File: src/rtl/seq_div_pkg.sv
// seq_div_pkg: shared definitions for the sequential restoring divider.
//   - DIV_WIDTH   : default operand/result width
//   - state_e     : controller state encoding (IDLE, RUN, FIX)
//   - DZ_QUOTIENT : quotient returned for a division by zero (all ones)
package seq_div_pkg;

  localparam int DIV_WIDTH = 32;

  typedef enum logic [1:0] {
    ST_IDLE = 2'd0,
    ST_RUN  = 2'd1,
    ST_FIX  = 2'd2
  } state_e;

  localparam logic [DIV_WIDTH-1:0] DZ_QUOTIENT = {DIV_WIDTH{1'b1}};

endpackage

File: src/rtl/div_step.sv
// div_step: one combinational restoring-division step.
// Ports:
//   i_rem  [WIDTH] partial remainder before the shift (always < i_dmag)
//   i_bit  [1]     next dividend bit shifted into the remainder
//   i_dmag [WIDTH] divisor magnitude
//   o_rem  [WIDTH] partial remainder after the step
//   o_qbit [1]     quotient bit produced by this step
module div_step
  import seq_div_pkg::*;
#(
  parameter int WIDTH = DIV_WIDTH
) (
  input  logic [WIDTH-1:0] i_rem,
  input  logic             i_bit,
  input  logic [WIDTH-1:0] i_dmag,
  output logic [WIDTH-1:0] o_rem,
  output logic             o_qbit
);

  logic [WIDTH:0]   w_shifted;
  logic [WIDTH-1:0] w_diff;

  // The shifted remainder needs WIDTH+1 bits; the trial subtraction is
  // non-negative exactly when the wide value is >= the divisor. When it is,
  // the difference is < divisor and fits in WIDTH bits, so the low-order
  // subtraction alone gives the new remainder.
  assign w_shifted = {i_rem, i_bit};
  assign o_qbit    = (w_shifted >= {1'b0, i_dmag});
  assign w_diff    = w_shifted[WIDTH-1:0] - i_dmag;
  assign o_rem     = o_qbit ? w_diff : w_shifted[WIDTH-1:0];

endmodule

File: src/rtl/seq_divider.sv
// seq_divider: multi-cycle restoring divider for MIPS DIV/DIVU.
// One quotient bit per clock; 33 edges from accepted start to done,
// 1 edge for a zero divisor.
// Ports:
//   clk, reset           clock and synchronous active-high reset
//   start                request (sampled in IDLE only)
//   is_signed            1 = DIV (two's complement), 0 = DIVU
//   dividend, divisor    operands, sampled with start
//   busy                 high from the accepted start until done
//   done                 one-cycle pulse, results valid from this cycle
//   quotient, remainder  registered results (LO / HI)
//   div_zero             registered divide-by-zero indication
module seq_divider
  import seq_div_pkg::*;
#(
  parameter int WIDTH = DIV_WIDTH,
  parameter int CNT_W = 6
) (
  input  logic             clk,
  input  logic             reset,
  input  logic             start,
  input  logic             is_signed,
  input  logic [WIDTH-1:0] dividend,
  input  logic [WIDTH-1:0] divisor,
  output logic             busy,
  output logic             done,
  output logic [WIDTH-1:0] quotient,
  output logic [WIDTH-1:0] remainder,
  output logic             div_zero
);

  localparam logic [CNT_W-1:0] LAST_CNT = CNT_W'(WIDTH - 1);
  localparam logic [WIDTH-1:0] DZ_Q     = WIDTH'(DZ_QUOTIENT);

  state_e           r_state;
  state_e           w_next_state;
  logic [WIDTH-1:0] r_rem;
  logic [WIDTH-1:0] r_quo;      // dividend magnitude, shifted into quotient
  logic [WIDTH-1:0] r_dmag;
  logic [WIDTH-1:0] r_dividend; // raw dividend, returned on divide by zero
  logic [CNT_W-1:0] r_cnt;
  logic             r_sign_q;
  logic             r_sign_r;
  logic             r_dz;
  logic             r_busy;
  logic             r_done;
  logic [WIDTH-1:0] r_quotient;
  logic [WIDTH-1:0] r_remainder;
  logic             r_div_zero;
  logic [WIDTH-1:0] w_step_rem;
  logic             w_step_qbit;

  div_step #(.WIDTH(WIDTH)) u_step (
    .i_rem  (r_rem),
    .i_bit  (r_quo[WIDTH-1]),
    .i_dmag (r_dmag),
    .o_rem  (w_step_rem),
    .o_qbit (w_step_qbit)
  );

  // State register
  always_ff @(posedge clk) begin
    if (reset) begin
      r_state <= ST_IDLE;
    end else begin
      r_state <= w_next_state;
    end
  end

  // Next-state logic
  always_comb begin
    w_next_state = r_state;
    case (r_state)
      ST_IDLE: begin
        if (start) begin
          w_next_state = (divisor == {WIDTH{1'b0}}) ? ST_FIX : ST_RUN;
        end else begin
          w_next_state = ST_IDLE;
        end
      end
      ST_RUN: begin
        if (r_cnt == LAST_CNT) begin
          w_next_state = ST_FIX;
        end else begin
          w_next_state = ST_RUN;
        end
      end
      ST_FIX:  w_next_state = ST_IDLE;
      default: w_next_state = ST_IDLE;
    endcase
  end

  // Operand capture, iteration datapath and result registers
  always_ff @(posedge clk) begin
    if (reset) begin
      r_rem       <= {WIDTH{1'b0}};
      r_quo       <= {WIDTH{1'b0}};
      r_dmag      <= {WIDTH{1'b0}};
      r_dividend  <= {WIDTH{1'b0}};
      r_cnt       <= {CNT_W{1'b0}};
      r_sign_q    <= 1'b0;
      r_sign_r    <= 1'b0;
      r_dz        <= 1'b0;
      r_busy      <= 1'b0;
      r_done      <= 1'b0;
      r_quotient  <= {WIDTH{1'b0}};
      r_remainder <= {WIDTH{1'b0}};
      r_div_zero  <= 1'b0;
    end else begin
      r_done <= 1'b0;
      case (r_state)
        ST_IDLE: begin
          if (start) begin
            r_dividend <= dividend;
            r_sign_q   <= is_signed & (dividend[WIDTH-1] ^ divisor[WIDTH-1]);
            r_sign_r   <= is_signed & dividend[WIDTH-1];
            r_quo      <= (is_signed && dividend[WIDTH-1]) ? -dividend : dividend;
            r_dmag     <= (is_signed && divisor[WIDTH-1]) ? -divisor : divisor;
            r_rem      <= {WIDTH{1'b0}};
            r_cnt      <= {CNT_W{1'b0}};
            r_dz       <= (divisor == {WIDTH{1'b0}});
            r_busy     <= 1'b1;
          end
        end
        ST_RUN: begin
          r_rem <= w_step_rem;
          r_quo <= {r_quo[WIDTH-2:0], w_step_qbit};
          r_cnt <= r_cnt + CNT_W'(1);
        end
        ST_FIX: begin
          r_busy <= 1'b0;
          r_done <= 1'b1;
          if (r_dz) begin
            r_quotient  <= DZ_Q;
            r_remainder <= r_dividend;
            r_div_zero  <= 1'b1;
          end else begin
            // Magnitude result with signs restored: truncation toward zero,
            // remainder takes the sign of the dividend.
            r_quotient  <= r_sign_q ? -r_quo : r_quo;
            r_remainder <= r_sign_r ? -r_rem : r_rem;
            r_div_zero  <= 1'b0;
          end
        end
        default: begin
          r_busy <= 1'b0;
        end
      endcase
    end
  end

  assign busy      = r_busy;
  assign done      = r_done;
  assign quotient  = r_quotient;
  assign remainder = r_remainder;
  assign div_zero  = r_div_zero;

endmodule

File: config.mk
export PLATFORM = sky130hd
export DESIGN_NAME = seq_divider
export DESIGN_NICKNAME = d
export VERILOG_FILES = /design/src/rtl/seq_div_pkg.sv /design/src/rtl/div_step.sv /design/src/rtl/seq_divider.sv
export SDC_FILE = /design/constraint.sdc
export NUM_CORES = 1
export LEC_CHECK = 0
export ABC_CLOCK_PERIOD_IN_PS = 7300
export BUFFER_PORTS_ARGS = -buffer_cell sky130_fd_sc_hd__buf_2
export CORE_AREA = 4 4 154 156
export CTS_CLUSTER_SIZE = 30
export DETAILED_ROUTE_END_ITERATION = 10
export DIE_AREA = 0 0 158 160
export PLACE_DENSITY = 0.85
export SKIP_LAST_GASP = 1
export SYNTH_ARGS = -nofsm -noshare
export SYNTH_HDL_FRONTEND = slang
export SYNTH_SLANG_ARGS = --single-unit
export TNS_END_PERCENT = 100
File: constraint.sdc
create_clock -name clk -period 7.3 [get_ports clk]
set_input_delay 1.46 -clock clk [delete_from_list [all_inputs] [get_ports clk]]
set_output_delay 1.46 -clock clk [all_outputs]
set_load 0.1 [all_outputs]
==> reports/metrics.yaml <==
run_status: "finished, final reports clean"
drt_first_iter_violations: 846
overflow: 0
synth_nets: 1718
synth_top_area_cell: "sky130_fd_sc_hd__dfxtp_1"
worstMarginPinSlew_ns: 1.200
clock_tree.buffer_depth: 3
power_per_cell_area_nw_per_um2: 203.0
layout.cells.most_common_list: "275 x sky130_fd_sc_hd__nand2_1, 205 x sky130_fd_sc_hd__dfxtp_1, 168 x sky130_fd_sc_hd__a21oi_1, 134 x sky130_fd_sc_hd__nor2_1, 133 x sky130_fd_sc_hd__buf_2"
layout_worst_path_cycle_share: 0.4875
synth-warning-count: 0
ys_top_cells_by_area: "sky130_fd_sc_hd__dfxtp_1 34%, sky130_fd_sc_hd__nand2_1 8.5%, sky130_fd_sc_hd__a21oi_1 6.9%"
route.detailed.wl_per_inst_um: 16.40
synth_top_flop_cell: "sky130_fd_sc_hd__dfxtp_1"
first_global_vias: 10803
crit_required_ns: 7.68
hold_class: "register to register"
setup_viol_count_final: 0
timing.setup.tns_ns: 0
critPathBufInv: 1
detail_route.vias_per_cell: 5.883
drt_pre_antenna_iters: 5
rsz_0062_raised_after_global_routing: "no"
clkLatencyLatePin_ns: 0.54
htree_levels: 1
finalCriticalPeriod_ns: 3.558
clockRootBuffer: "sky130_fd_sc_hd__clkbuf_16"
cp_data_arrival_time_ns: 3.94
grt_first_pass_wirelength_um: 52490
synth_enable_flop_cells: 0
tritoncts: "yes"
max_freq_mhz: 281.0
route.vias.total: 11672
cts_repair_resize_count: 0
dieHeight_um: 160
proportion_of_netlist_area_held_by_the_largest_area_contributor: 0.3387
synth-seq-area-share: 0.3387
fill_cells: 2011
tritoncts_sink_count: 206
timing.slew.headroom: 0.1987
crit_chain: "buf_2 > or4_1 > nor4_1 > and3_1 > and2_1 > and3b_1 > nor2b_1 > a21oi_1 > nor3_1"
path_max_fanout: 6
crit_family: "simple AND/OR/NAND/NOR gates"
final_layout_worst_hold_slack_ns: 0.4506
start_kind: "input pin"
critPathSlowestCell: "sky130_fd_sc_hd__nor4_1"
non_filler_instance_count_after_layout: 1984
dieWidth_um: 158
placement.io_buffers: 134
yosysUniqueCellTypes: 74
number_of_violations_of_the_max_capacitance_limit: 0
area_growth_syn_to_layout_pct: 12.32
number_of_primary_i_o_pins: 135
hpwl_um: 23560
place.gp.congestion: 0.8973
layout.cells.most_common: "sky130_fd_sc_hd__nand2_1"
synth_seq_cells: 206
die-area_um2: 25280
cts_post_setup_buffers_inserted: 0
cts_made_buffers: 23
crit_type: "input pin to register"
synthArstFlopShare: 0
start_util: 0.5444
clock_skew_ns: 0.02551
antenna_found_initial: 2
netlist_instances: 1612
final_hold_viol_count: 0
placeableCoreArea_um2: 22370
syn_area_um2: 12180
drt-total-wl_um: 32530
power.static_leakage_nw: 5.351
placed_cells_incl_taps: 1940
cts-hold-fix-buffers: 0
core.rowCount: 55
largest_net_degree_at_the_start_of_global_routing: 107
drv_slew: 0
drcViolationCount: 0
ir_worst_vdd_mv: 0.1619
avgSynthCellArea_um2: 7.554
design.final.nets: 1786
slowest_delay_ns: 0.66
post_route_cells_drive_above_1_share: 0.1267
path_clk_slew_ns: 0.06
grt_use_total: 0.2469
antenna_violating_nets_post_route: 0
critical_path.endpoint_type: "register"
==> cell usage after synthesis, drive strengths merged (10+ instances only) <==
| library cell | instances |
|---|---|
| o21ai | 116 |
| a21oi | 168 |
| nor4 | 13 |
| nand2b | 10 |
| a21o | 12 |
| dfxtp | 206 |
| xnor2 | 49 |
| o31ai | 25 |
| mux2i | 15 |
| inv | 54 |
| and3 | 10 |
| clkbuf | 90 |
| nor2b | 10 |
| a211oi | 63 |
| ha | 37 |
| o41ai | 14 |
| nand2 | 275 |
| or3 | 12 |
| nor2 | 137 |
| a31oi | 10 |
| nor3 | 32 |
| a22oi | 35 |
| buf | 12 |
| xor2 | 86 |
| nand3 | 30 |
| or4 | 12 |
==> registers in the layout, summed over array words and instances, names as in the netlist, 2 cells and up <==
| signal | flops |
|---|---|
| quotient | 32 |
| r_quo | 32 |
| r_dmag | 32 |
| remainder | 32 |
| r_cnt | 6 |
| r_rem | 32 |
| r_state | 2 |
| r_dividend | 32 |
==> report_power, final <==
group          switching (mW)  internal (mW)  total, mW
sequential             0.0445           1.17       1.21
combinational           0.268          0.162      0.430
clock                   0.487          0.648       1.13
==> layout make-up <==
class	count	area, um^2	area share
Sequential cell	206	4125	0.3016
Inverter	54	202.7	0.01482
Tap cell	285	356.6	0.02607
Multi-Input combinational cell	1250	7478	0.5468
Clock inverter	10	80.08	0.005855
Timing Repair Buffer	145	759.5	0.05553
Clock buffer	32	669.4	0.04894
Antenna cell	2	5.005	0.0003659
==> through the flow <==
stage          instance area [um^2]  power, mW  worst slack (ns)    util
3_5_place_dp                  12920      1.659             3.236  0.5778
3_3_place_gp                  12920      1.649             3.403  0.5778
6_report                      13680      2.777             3.742  0.6115
4_1_cts                       13670      2.790             3.771  0.6113
2_1_floorplan                 12180      1.541             3.825       -
5_1_grt                       13680      2.891             3.534  0.6115
==> per-layer routing <==
layer	track usage	vias up	wire, um
li1	-	5814	-
met1	0.3256	5355	13980
met2	0.4027	410	14890
met3	0.03442	93	2211
met4	0.1062	0	1454
met5	0	-	0
==> logic make-up after synthesis <==
kind of cell / after synthesis / synth area share
fa+ha+maj: 38 / 0.03966
buf+inv: 156 / 0.04901
compound gates: 480 / 0.2428
simple gates: 574 / 0.2130
mux: 23 / 0.01973
xor+xnor: 135 / 0.09710
flops: 206 / 0.3387
==> path summary, 6_finish.rpt <==
path	startpoint	endpoint	slack, ns	cells past startpoint
max	divisor[2]	r_state[0]$_SDFF_PP0_	3.74	9
min	r_dividend[27]$_SDFFE_PP0P_	r_dividend[27]$_SDFFE_PP0P_	0.45	2
max reg2reg	r_rem[15]$_SDFFE_PP0P_	r_rem[31]$_SDFFE_PP0P_	3.77	11
min reg2reg	r_dividend[27]$_SDFFE_PP0P_	r_dividend[27]$_SDFFE_PP0P_	0.45	2
==> worst min-delay path: cells and delay by family (launching register included) <==
kind	cells	cell delay [ns]
flip-flops	1	0.30
AND/OR/NAND/NOR	1	0.05
AO/OA/AOI/OAI	1	0.05
Note: power is estimated with default switching activity, not from simulation.
